`config.mk`:
```
export PLATFORM = sky130hd
export DESIGN_NAME = ascon_cmd_sequencer
export DESIGN_NICKNAME = d
export VERILOG_FILES = /design/src/rtl/ascon_cmd_sequencer.sv
export SDC_FILE = /design/constraint.sdc
export NUM_CORES = 1
export LEC_CHECK = 0
export ABC_AREA = 1
export CORE_UTILIZATION = 38
export DETAILED_ROUTE_END_ITERATION = 8
export GPL_TIMING_DRIVEN = 0
export PLACE_DENSITY = 0.75
export SLEW_MARGIN = 20
export SYNTH_ARGS = -nofsm -noshare
export SYNTH_HDL_FRONTEND = slang
export SYNTH_SLANG_ARGS = --single-unit
```
`constraint.sdc`:
```
create_clock -name clk -period 4.4 [get_ports clk]
set_clock_uncertainty 0.1 [all_clocks]
set_input_delay 1.1 -clock clk [delete_from_list [all_inputs] [get_ports clk]]
set_output_delay 1.1 -clock clk [all_outputs]
set_load 0.03 [all_outputs]
```
`src/rtl/ascon_cmd_sequencer.sv`:
```
// Turns a stream of instruction/data words into Ascon core key/bdi transfers with
// type and end-of-type/end-of-input framing, and optionally checks bdo/auth results.
module ascon_cmd_sequencer #(
   parameter int CCW      = 32,
   parameter int CCSW     = 32,
   parameter int CHECK_EN = 1,
   parameter int CNTW     = 16
) (
   input  logic            clk,
   input  logic            rst,
   input  logic            cmd_valid,
   output logic            cmd_ready,
   input  logic            cmd_hdr,
   input  logic [CCW-1:0]  cmd_data,
   output logic [CCSW-1:0] key,
   output logic            key_valid,
   input  logic            key_ready,
   output logic [CCW-1:0]  bdi,
   output logic            bdi_valid,
   input  logic            bdi_ready,
   output logic [3:0]      bdi_type,
   output logic            bdi_eot,
   output logic            bdi_eoi,
   output logic            decrypt,
   output logic            hash,
   input  logic [CCW-1:0]  bdo,
   input  logic            bdo_valid,
   output logic            bdo_ready,
   input  logic [3:0]      bdo_type,
   input  logic            bdo_eot,
   input  logic            auth,
   input  logic            auth_valid,
   output logic            auth_ready,
   input  logic [CCW-1:0]  exp_data,
   input  logic            exp_valid,
   output logic            exp_ready,
   output logic [CNTW-1:0] out_cnt,
   output logic [CNTW-1:0] err_cnt,
   output logic            busy
);
   localparam int BPW = CCW / 8;
   localparam int SH  = $clog2(BPW);

   localparam logic [3:0] OP_DO_ENC   = 4'h2;
   localparam logic [3:0] OP_DO_DEC   = 4'h3;
   localparam logic [3:0] OP_LD_KEY   = 4'h4;
   localparam logic [3:0] OP_LD_NONCE = 4'h5;
   localparam logic [3:0] OP_LD_AD    = 4'h6;
   localparam logic [3:0] OP_LD_PT    = 4'h7;
   localparam logic [3:0] OP_DO_HASH  = 4'h8;
   localparam logic [3:0] OP_LD_CT    = 4'h9;
   localparam logic [3:0] OP_LD_TAG   = 4'hA;

   localparam logic [3:0] D_NULL  = 4'd0;
   localparam logic [3:0] D_NONCE = 4'd1;
   localparam logic [3:0] D_AD    = 4'd2;
   localparam logic [3:0] D_PTCT  = 4'd3;
   localparam logic [3:0] D_TAG   = 4'd4;

   typedef enum logic [1:0] {IDLE, LOAD, NULLB} state_t;

   state_t      state;
   logic [3:0]  op_reg;
   logic        last_reg;
   logic [23:0] remaining;
   logic        exp_auth;

   logic [3:0]  ins_op;
   logic [3:0]  ins_flags;
   logic        ins_legal;
   logic [24:0] len_sum;
   logic [23:0] rem_calc;
   logic        is_key;
   logic        beat_fire;
   logic        bdo_fire;
   logic        cmd_err;
   logic        bdo_err;
   logic        auth_err;
   logic [1:0]  err_inc;
   logic [CNTW+1:0] err_sum;
   logic [CNTW-1:0] err_sat;
   logic        unused_inputs;

   assign ins_op    = cmd_data[31:28];
   assign ins_flags = cmd_data[27:24];
   assign len_sum   = {1'b0, cmd_data[23:0]} + 25'(BPW - 1);
   assign rem_calc  = 24'(len_sum >> SH);
   assign is_key    = (op_reg == OP_LD_KEY);

   always_comb begin
      case (ins_op)
         OP_DO_ENC, OP_DO_DEC, OP_DO_HASH, OP_LD_KEY, OP_LD_NONCE,
         OP_LD_AD, OP_LD_PT, OP_LD_CT, OP_LD_TAG: ins_legal = 1'b1;
         default:                                  ins_legal = 1'b0;
      endcase
   end

   // Handshake and framing outputs are combinational so a LOAD beat costs no extra cycle.
   always_comb begin
      cmd_ready = 1'b0;
      key_valid = 1'b0;
      bdi_valid = 1'b0;
      bdi       = '0;
      bdi_type  = D_NULL;
      bdi_eot   = 1'b0;
      bdi_eoi   = 1'b0;
      case (state)
         IDLE: cmd_ready = 1'b1;
         LOAD: begin
            cmd_ready = cmd_hdr ? (is_key ? key_ready : bdi_ready) : 1'b1;
            key_valid = is_key & cmd_valid & cmd_hdr;
            bdi_valid = ~is_key & cmd_valid & cmd_hdr;
            bdi       = cmd_data;
            bdi_eot   = (remaining == 24'd1);
            bdi_eoi   = (remaining == 24'd1) & last_reg;
            case (op_reg)
               OP_LD_NONCE:        bdi_type = D_NONCE;
               OP_LD_AD:           bdi_type = D_AD;
               OP_LD_PT, OP_LD_CT: bdi_type = D_PTCT;
               OP_LD_TAG:          bdi_type = D_TAG;
               default:            bdi_type = D_NULL;
            endcase
         end
         NULLB: begin
            bdi_valid = 1'b1;
            bdi_eot   = 1'b1;
            bdi_eoi   = 1'b1;
         end
         default: ;
      endcase
      if (rst) begin
         cmd_ready = 1'b0;
         key_valid = 1'b0;
         bdi_valid = 1'b0;
      end
   end

   assign key        = cmd_data[CCSW-1:0];
   assign bdo_ready  = ~rst & ((CHECK_EN != 0) ? exp_valid : 1'b1);
   assign exp_ready  = ~rst & ((CHECK_EN != 0) ? bdo_valid : 1'b0);
   assign auth_ready = ~rst;
   assign busy       = (state != IDLE);

   assign beat_fire = (state == LOAD) & cmd_valid & cmd_hdr & (is_key ? key_ready : bdi_ready);
   assign bdo_fire  = bdo_valid & bdo_ready;
   assign cmd_err   = cmd_valid & (((state == IDLE) & (cmd_hdr | ~ins_legal)) |
                                   ((state == LOAD) & ~cmd_hdr));
   assign bdo_err   = (CHECK_EN != 0) & bdo_fire & (bdo != exp_data);
   assign auth_err  = (CHECK_EN != 0) & auth_valid & (auth != exp_auth);
   assign err_inc   = {1'b0, cmd_err} + {1'b0, bdo_err} + {1'b0, auth_err};
   assign err_sum   = {2'b00, err_cnt} + (CNTW+2)'(err_inc);
   assign err_sat   = (err_sum[CNTW+1:CNTW] != 2'b00) ? '1 : err_sum[CNTW-1:0];

   assign unused_inputs = ^{bdo_type, bdo_eot, ins_flags[3:2]};

   always_ff @(posedge clk) begin
      if (rst) begin
         state     <= IDLE;
         op_reg    <= 4'h0;
         last_reg  <= 1'b0;
         remaining <= '0;
         exp_auth  <= 1'b0;
         decrypt   <= 1'b0;
         hash      <= 1'b0;
         out_cnt   <= '0;
         err_cnt   <= '0;
      end else begin
         case (state)
            IDLE: if (cmd_valid && !cmd_hdr) begin
               case (ins_op)
                  OP_DO_ENC:  begin decrypt <= 1'b0; hash <= 1'b0; end
                  OP_DO_DEC:  begin decrypt <= 1'b1; hash <= 1'b0; end
                  OP_DO_HASH: begin decrypt <= 1'b0; hash <= 1'b1; end
                  OP_LD_KEY, OP_LD_NONCE, OP_LD_AD, OP_LD_PT, OP_LD_CT, OP_LD_TAG: begin
                     op_reg    <= ins_op;
                     last_reg  <= ins_flags[0];
                     remaining <= rem_calc;
                     if (ins_op == OP_LD_TAG)
                        exp_auth <= ins_flags[1];
                     if (rem_calc != 24'd0)
                        state <= LOAD;
                     else if (ins_flags[0])
                        state <= NULLB;
                  end
                  default: ;
               endcase
            end
            LOAD: if (beat_fire) begin
               remaining <= remaining - 24'd1;
               if (remaining == 24'd1)
                  state <= IDLE;
            end
            NULLB: if (bdi_ready) state <= IDLE;
            default: state <= IDLE;
         endcase
         if (bdo_fire && out_cnt != '1)
            out_cnt <= out_cnt + 1'b1;
         err_cnt <= err_sat;
      end
   end
endmodule

```
==> results.yml, run 1 <==
sta:
  fmax_mhz: 241.3
  rsz0062_at_grt: "false"
  slew_headroom_pct: 59.21
  fin_hold_ws_ps: 364.8
  worst-slew-pin-transition_ps: 611.9
  setup_slack_ps: 256.5
  slew_violations: 0
  setup_viol: 0
  fin_setup_tns_ps: 0
  hold_viol: 0
  final.min_clock_period_ps: 4144
  period_share_pct: 94.17
outcome:
  status: "finished clean"
synthesis:
  synth_top_area_share_pct: 23.78
  synth_fa_ha_area_share_pct: 2.523
  synth-simple-area-share_pct: 34.53
  avgSynthCellArea_um2: 6.235
  yosysWarnings: 0
  synth.distinct_cells: 46
  synth_flop_cell: "dfxtp_1"
  async_reset_ff_share_pct: 0
  synthTopCellsByCount: "nand2_1 (209), inv_1 (132), nor2_1 (92)"
  synth_top_family_by_area: "simple AND/OR/NAND/NOR gates"
  synthMuxAreaShare_pct: 0
  synth.yosys.seq_area_share_pct: 23.78
  synth-compound-area-share_pct: 15.65
  synthesis.nets: 1012
  yosys.area_share.xor_xnor_pct: 7.568
  ys_ff_latch: 66
  synth-edff-count: 0
  netlist_area_um2: 5555
  yosysMostFrequentCell: "nand2_1"
  synthTopCellsByArea: "dfxtp_1 (24%), nand2_1 (14%), inv_1 (8.9%)"
  post-synth-top-area-cell: "dfxtp_1"
  syn_inst: 891
final_layout:
  post-route-util_pct: 58.60
  drive_above_1_share_pct: 9.643
  nets: 1237
  areaGrowthSynthToFinish_pct: 48.69
  fin_cells: 1300
  reg_top3: "remaining: 24 flops, err_cnt: 16 flops, out_cnt: 16 flops"
  largest_reg_flops: 24
  largest_register: "remaining"
  diodes: 0
power:
  power_switching_mw: 1.296
  vdd_drop_max_v: 0.0002208
  leakagePower_nw: 3.597
  seq_power_share_pct: 26.3
  comb_power_share_pct: 50.0
  intPower_mw: 1.735
  powerDensity_nw_per_um2: 366.9
  power.share.clock_pct: 23.7
  switching_share_pct: 42.76
placed_design:
  place.gp.congestion: 0.9259
  dp_hpwl_um: 13790
  pre_cts_ws_ps: -472.5
  port_buffers: 214
  place_inst: 1285
hold_path:
  worstHoldPathType: "flop to flop"
  hold_path.startpoint: "exp_auth"
floorplan:
  die_area_um2: 15110
  start_util_pct: 39.41
  coreArea_um2: 14100
  ios: 222
  num_rows: 43
  die_height_um: 122.9
  die_w_um: 122.9
setup_path:
  cp.required_ps: 4570
  cp-start-kind: "input port"
  arrival_ps: 4310
  r2r-start: "state[1]"
  critical_path_class: "input port to flop"
  rrSetupSlack_ps: 670
  crit_end: "err_cnt[0]"
  cp-end-kind: "flop"
  rr_endpoint: "err_cnt[0]"
  reg2reg_depth: 19
  startpoint: "cmd_hdr"
  cp_max_fo: 6
global_routing:
  grt_max_degree: 12
  grt_overflow: 0
  first_global_vias: 5605
  grt_pass1_wl_um: 27090
  antenna_found_initial: 0
  grtUsageTotal_pct: 22.73
route:
  drc: 0
  drt-initial-drc-count: 497
  wl_per_cell_um: 13.30
  route.vias.total: 6388
  drt-vias-per-instance: 4.914
  first_pass_iters: 7
  ant_nets: 0
  finalWirelength_um: 17290
cts:
  hold_buffers: 0
  path_clk_slew_ps: 50
  cts_tree: "done"
  cts_sinks: 66
  htreeDepth: 3
  clkLatencyLatePin_ps: 330
  root_buffer: "clkbuf_16"
  cts_buffers: 9
  clock_path_buffers: 2
flow_run:
  cap_violations: 0
-- placed cells by master, fill, tap and decap left out, drive strengths merged, types with 19 or more instances in the layout --
master / Yosys / routed
a21oi: 60 / 60
buf: 43 / 44
clkbuf: 14 / 26
clkdlybuf4s50: 0 / 209
dfxtp: 66 / 66
inv: 135 / 135
nand2: 215 / 215
nand3: 40 / 40
nor2: 112 / 112
nor3: 19 / 19
o21ai: 54 / 54
xnor2: 30 / 30
-- timing repair --
action                                  4_1_cts  5_1_grt
pin swaps                                     4        6
gates cloned                                  0        0
endpoints found under the setup margin       12       10
setup buffers                                 1        1
gates resized for setup                      11        9
endpoints found under the hold margin         0        0
-- cell type report --
class / instances / area, um^2
fillers: 1375 / 5836
multi-input cells: 633 / 3393
repair buffers: 216 / 2155
flip-flops and latches: 66 / 1321
inverters: 135 / 506.7
plain buffers: 55 / 371.6
clock buffers: 13 / 250.2
well taps: 180 / 225.2
clock inverters: 2 / 37.54
-- logic make-up after synthesis --
| family | after synthesis |
|---|---|
| xor+xnor | 48 |
| simple gates | 422 |
| other cells | 1 |
| flops | 66 |
| compound gates | 152 |
| fa+ha+maj | 10 |
| buf+inv | 192 |
-- routing by layer --
layer	wire, um	GRT usage (%)	share of wire (%)	vias to the layer above
li1	-	-	-	3281
met1	7840	31.07	45	2861
met2	8221	38.06	48	234
met3	1082	3.183	6.3	12
met4	146	4.345	0.84	0
met5	0	0	0	-
-- worst min-delay path by stage --
stage / end / slack, ps / cells after the start
after global routing: exp_auth / 400 / 2
final: exp_auth / 360 / 2
after global placement: exp_auth / 360 / 2
after detailed placement: exp_auth / 350 / 2
after floorplan: exp_auth / 340 / 2
after CTS: exp_auth / 360 / 2
-- worst max-delay path: stages --
cell             delay, ps
clkdlybuf4s50_1        470
inv_1                  120
nand3_1                130
a32oi_4                260
fa_1                   440
inv_1                   70
ha_1                   190
fa_2                   220
nand3_1                140
nor3b_2                260
nand3_2                150
nor2_4                 120
nand2_1                100
nor2_2                 150
nand2_2                 80
nor2_4                 160
nor2_1                  60
nor2_1                  80
-- through the flow --
step	instance area, um^2	total power, mW
final	8260	3.031
after floorplan	5555	1.791
after global placement	7923	2.271
after global routing	8260	3.241
after detailed placement	7923	2.289
after CTS	8235	3.015
-- power by group through the flow --
stage	registers (mW)	logic, mW	clock network [mW]
3_3_place_gp	0.803	1.47	0
2_1_floorplan	0.805	0.986	0
3_5_place_dp	0.806	1.48	0
4_1_cts	0.794	1.50	0.722
5_1_grt	0.813	1.68	0.744
6_report	0.797	1.52	0.717
(Power assumes the default switching activity.)
==> run 2, diff against run 1 <==
--- a/config.mk
+++ b/config.mk
@@ -8,7 +8,6 @@
 export ABC_AREA = 1
 export CORE_UTILIZATION = 38
 export DETAILED_ROUTE_END_ITERATION = 8
-export GPL_TIMING_DRIVEN = 0
 export PLACE_DENSITY = 0.75
 export SLEW_MARGIN = 20
 export SYNTH_ARGS = -nofsm -noshare
==> results.yml, run 2 (synthesized netlist as in run 1, its figures left out) <==
flow_run:
  cap_violations: 0
cts:
  path_clk_slew_ps: 60
  clock_path_buffers: 2
  cts_buffers: 9
  cts_tree: "done"
  clkLatencyLatePin_ps: 330
  hold_buffers: 0
  cts_sinks: 66
  cts_setup_buffers: 0
  root_buffer: "clkbuf_16"
  htreeDepth: 3
setup_path:
  r2r-start: "state[0]"
  cpMaxStageDelayCell: "fa_1"
  cp_max_fo: 3
  reg2reg_depth: 19
  worst-path-buf-inv: 7
  cp.required_ps: 4520
  path_cells: "clkdlybuf4s50_1, inv_1, a21oi_1, inv_1, nand3_1, a32oi_1, buf_4, fa_1, inv_1, ha_1, fa_1, nand3_1, nor3b_2, nand3_1, nor2_2, nand2_1, nor2_2, nand2_1, buf_4, nand3_1, o211ai_1, inv_1"
  cp-end-kind: "flop"
  slowest_delay_ps: 500
  rrSetupSlack_ps: 990
  arrival_ps: 4250
  cpLargestDelayFamily: "adder cells"
  critical_path_class: "input port to flop"
  cp-start-kind: "input port"
  rr_endpoint: "err_cnt[15]"
hold_path:
  hold_end: "exp_auth"
  worstHoldPathType: "flop to flop"
  hold_depth: 2
  hold_path.startpoint: "exp_auth"
route:
  drt-vias-per-instance: 4.889
  drc: 0
  finalWirelength_um: 16140
  route.vias.total: 6219
  wl_per_cell_um: 12.69
  drt-initial-drc-count: 349
  first_pass_iters: 5
  ant_nets: 0
power:
  power_switching_mw: 1.247
  powerDensity_nw_per_um2: 375.3
  switching_share_pct: 40.99
  vdd_drop_max_v: 0.0002640
  power.share.clock_pct: 26.6
  seq_power_share_pct: 26.1
  comb_power_share_pct: 47.3
  leakagePower_nw: 3.522
  intPower_mw: 1.794
placed_design:
  place.gp.congestion: 0.8567
  placed_area_um2: 7755
  port_buffers: 215
  dp_hpwl_um: 12830
global_routing:
  grt_overflow: 0
  grtUsageTotal_pct: 21.08
  antenna_found_initial: 0
  grt_max_degree: 33
  first_global_vias: 5327
  grt_pass1_wl_um: 25320
sta:
  final.min_clock_period_ps: 4126
  hold_viol: 0
  fin_setup_tns_ps: 0
  fmax_mhz: 242.4
  setup_viol: 0
  slew_headroom_pct: 48.58
  slew_violations: 0
  rsz0062_at_grt: "false"
  worst-slew-pin-transition_ps: 767.6
  fin_hold_ws_ps: 360.4
  period_share_pct: 93.77
floorplan:
  die_height_um: 122.9
  start_util_pct: 39.41
  die_area_um2: 15110
  die_w_um: 122.9
  coreArea_um2: 14100
  ios: 222
  num_rows: 43
final_layout:
  largest_reg_flops: 24
  diodes: 0
  final_common_cell: "clkdlybuf4s50_1"
  nets: 1208
  post-route-util_pct: 57.47
  drive_above_1_share_pct: 8.150
  areaGrowthSynthToFinish_pct: 45.83
  largest_register: "remaining"
  reg_top3: "remaining: 24 flops, err_cnt: 16 flops, out_cnt: 16 flops"
  final_cell_mix: "clkdlybuf4s50_1 (211), nand2_1 (209), inv_1 (132), nor2_1 (92), dfxtp_1 (66)"
  postLayoutCellArea_um2: 8102
outcome:
  status: "finished clean"
## run 2: cell types whose count changed in the layout (fill, tap and decap cells not counted), moves of 2 or more
| cell | previous run | this run |
|---|---|---|
| clkbuf_8 | 1 | 3 |
| dlygate4sd2_1 | 4 | 0 |
| clkdlybuf4s50_1 | 209 | 211 |
| clkbuf_2 | 2 | 0 |
| buf_6 | 4 | 0 |
| buf_4 | 36 | 30 |
| clkbuf_1 | 14 | 0 |
| buf_2 | 4 | 0 |
| inv_2 | 6 | 3 |
| inv_1 | 129 | 132 |
## run 2: worst register-to-register path, delay by kind of cell (launching register included)
kind | cells | cell delay [ps]
and+or+nand+nor | 8 | 960
buffers and inverters | 5 | 520
DFF | 1 | 370
AOI/OAI and AO/OA | 2 | 340
adders and majority gates | 4 | 1100
## run 2: area by class of cell
type,count,area [um^2]
sequential,66,1321
tap,180,225.2
timing repair buffer,242,2350
clock buffer,12,266.5
inverter,135,506.7
fill,1364,5995
clock inverter,4,72.57
multi-input combinational,633,3359
## run 2: worst max-delay path by stage
stage,start,endpoint,slack [ps],depth (start not counted)
floorplan,cmd_data[31],err_cnt[10],580,19
global placement,cmd_data[29],err_cnt[10],-120,21
detailed placement,cmd_data[29],err_cnt[10],-210,21
CTS,cmd_data[29],err_cnt[10],120,21
global route,cmd_data[30],err_cnt[15],30,22
finish,cmd_data[30],err_cnt[15],270,22
## run 2: metrics by stage
| step | worst slack, ps | cells | total power, mW |
|---|---|---|---|
| floorplan | 578.4 | 891 | 1.791 |
| global placement | -116.2 | 1256 | 2.206 |
| detailed placement | -207.5 | 1256 | 2.229 |
| CTS | 118.5 | 1272 | 3.043 |
| global route | 25.63 | 1272 | 3.263 |
| finish | 274.1 | 1272 | 3.041 |
## run 2: layer usage
layer	global-route usage [%]	vias to the layer above	part of all wire, %
met5	0	-	0
met4	5.107	0	0.82
met3	3.782	13	5.8
met2	35.64	175	48
met1	27.64	2801	45
li1	-	3230	-
## run 2: power groups by stage
stage	Sequential [mW]	Combinational [mW]	Clock (mW)
after floorplan	0.805	0.986	0
after CTS	0.792	1.43	0.819
after detailed placement	0.804	1.42	0
after global placement	0.804	1.40	0
after global routing	0.807	1.61	0.847
final	0.794	1.44	0.809
## run 2: repair_timing
item	in CTS	in global routing
hold endpoints to repair	0	0
setup endpoints to repair	0	7
gates resized for setup	0	2
==> run 3, diff against run 2 <==
==> constraint.sdc (replaced) <==
create_clock -name clk -period 4.4 [get_ports clk]
set_clock_uncertainty 0.1 [all_clocks]
set_input_delay 0.44 -clock clk [delete_from_list [all_inputs] [get_ports clk]]
set_output_delay 0.44 -clock clk [all_outputs]
set_load 0.03 [all_outputs]
==> results.yml, run 3 (synthesized netlist as in run 1, its figures left out) <==
global_routing:
  grtUsageTotal_pct: 20.67
  grt_pass1_wl_um: 25080
  grt_max_degree: 70
  grt_overflow: 0
  antenna_found_initial: 0
  first_global_vias: 5217
sta:
  worst-slew-pin-transition_ps: 742.1
  setup_viol: 0
  setup_slack_ps: 520.7
  rsz0062_at_grt: "false"
  final.min_clock_period_ps: 3879
  hold_viol: 0
  fmax_mhz: 257.8
  slew_headroom_pct: 50.29
  period_share_pct: 88.17
  fin_setup_tns_ps: 0
  slew_violations: 0
final_layout:
  fin_cells: 1249
  seq_area_um2: 1321
  multi_input_area_um2: 3354
  reg_top3: "remaining: 24 flops, err_cnt: 16 flops, out_cnt: 16 flops"
  largest_register: "remaining"
  fill_cells: 1390
  drive_above_1_share_pct: 5.800
  nets: 1185
  final_common_cell: "clkdlybuf4s50_1"
  largest_reg_flops: 24
  areaGrowthSynthToFinish_pct: 42.39
  postLayoutCellArea_um2: 7910
  diodes: 0
  final_cell_mix: "clkdlybuf4s50_1 (215), nand2_1 (209), inv_1 (132), nor2_1 (92), dfxtp_1 (66)"
setup_path:
  slowest_delay_ps: 540
  cp_max_fo: 6
  arrival_ps: 4050
  critical_path_class: "input port to flop"
  crit_top_cell: "nand3_1"
  rrSetupSlack_ps: 690
  cpLargestDelayFamily: "simple AND/OR/NAND/NOR gates"
  cp-end-kind: "flop"
  reg2reg_depth: 17
  path_cells: "clkdlybuf4s50_1, inv_1, nand3_1, nand3_1, a32oi_1, fa_1, inv_1, ha_1, fa_1, nand3_1, nor3b_2, nand3_1, nor2_2, nand2_1, nor2_2, nand2_1, nor2_2, o21ai_0, inv_1"
  worst-path-buf-inv: 4
  r2r-start: "state[0]"
  cpMaxStageDelayCell: "clkdlybuf4s50_1"
  cp-start-kind: "input port"
  cp.required_ps: 4570
  rr_endpoint: "err_cnt[9]"
cts:
  hold_buffers: 0
  cts_setup_buffers: 0
  cts_buffers: 9
  cts_resized: 0
  cts_tree: "done"
  root_buffer: "clkbuf_16"
  clkLatencyLatePin_ps: 330
  path_clk_slew_ps: 60
  clock_path_buffers: 2
  htreeDepth: 3
  cts_sinks: 66
power:
  switching_share_pct: 41.16
  comb_power_share_pct: 47.5
  power.share.clock_pct: 25.9
  leakagePower_nw: 3.388
  seq_power_share_pct: 26.7
  vdd_drop_max_v: 0.0002581
  powerDensity_nw_per_um2: 375.7
  power_switching_mw: 1.223
  intPower_mw: 1.748
floorplan:
  die_area_um2: 15110
  ios: 222
  start_util_pct: 39.41
  num_rows: 43
  coreArea_um2: 14100
  die_w_um: 122.9
  die_height_um: 122.9
flow_run:
  cap_violations: 0
placed_design:
  place.gp.congestion: 0.8592
  port_buffers: 215
  pre_cts_ws_ps: 184.7
  place_inst: 1233
  placed_area_um2: 7590
  dp_hpwl_um: 12600
route:
  ant_nets: 0
  finalWirelength_um: 15930
  first_pass_iters: 5
  drt-vias-per-instance: 4.822
  drt-initial-drc-count: 390
  route.vias.total: 6023
  wl_per_cell_um: 12.76
  drc: 0
hold_path:
  hold_end: "exp_auth"
  worstHoldPathType: "flop to flop"
  hold_path.startpoint: "exp_auth"
  hold_depth: 2
outcome:
  status: "finished clean"
[run 3: cell types whose count changed in the layout (fill, tap and decap cells not counted), sizes merged]
| cell | delta |
|---|---|
| clkdlybuf4s50 | +4 |
| clkinv | +1 |
| buf | -26 |
| dlymetal6s2s | -1 |
| clkbuf | -1 |
[run 3: per-stage QoR]
step | power (mW) | util [%] | hold slack, ps
2_1_floorplan | 1.791 | - | 335.6
3_3_place_gp | 2.194 | 53.84 | 350.4
3_5_place_dp | 2.211 | 53.84 | 351.0
4_1_cts | 2.987 | 56.12 | 359.0
5_1_grt | 3.206 | 56.12 | 388.2
6_report | 2.972 | 56.12 | 356.2
[run 3: power by group through the flow]
| stage | combinational [mW] | sequential [mW] | clock [mW] |
|---|---|---|---|
| after CTS | 1.41 | 0.792 | 0.780 |
| after detailed placement | 1.41 | 0.804 | 0 |
| final | 1.41 | 0.793 | 0.769 |
| after global routing | 1.59 | 0.808 | 0.810 |
| after global placement | 1.39 | 0.802 | 0 |
| after floorplan | 0.986 | 0.805 | 0 |
[run 3: metal layers]
layer / global-route usage, % / wire length (um)
met2: 33.78 / 7581
met3: 3.459 / 878
met5: 0 / 0
met4: 4.421 / 167
met1: 28.41 / 7304
[run 3: final cells by class]
cell class                      instances  share of cell area [%]
Multi-Input combinational cell        633                   42.41
Clock buffer                           11                   3.069
Clock inverter                          5                  0.9807
Inverter                              135                   6.406
Tap cell                              180                   2.847
Timing Repair Buffer                  219                   27.59
Sequential cell                        66                   16.70
[run 3: worst min-delay path: stages (launching register included)]
cell and delay (ps):
dfxtp_1 310, inv_1 50, a21oi_1 50
[run 3: worst max path at each step]
stage / start / slack [ps] / end / cells after the start
finish: cmd_data[31] / 520 / err_cnt[9] / 19
global route: cmd_data[29] / 150 / err_cnt[9] / 19
CTS: cmd_data[31] / 500 / err_cnt[10] / 19
detailed placement: cmd_data[31] / 180 / err_cnt[13] / 19
global placement: cmd_data[31] / 260 / err_cnt[10] / 19
floorplan: state[1] / 840 / err_cnt[10] / 20
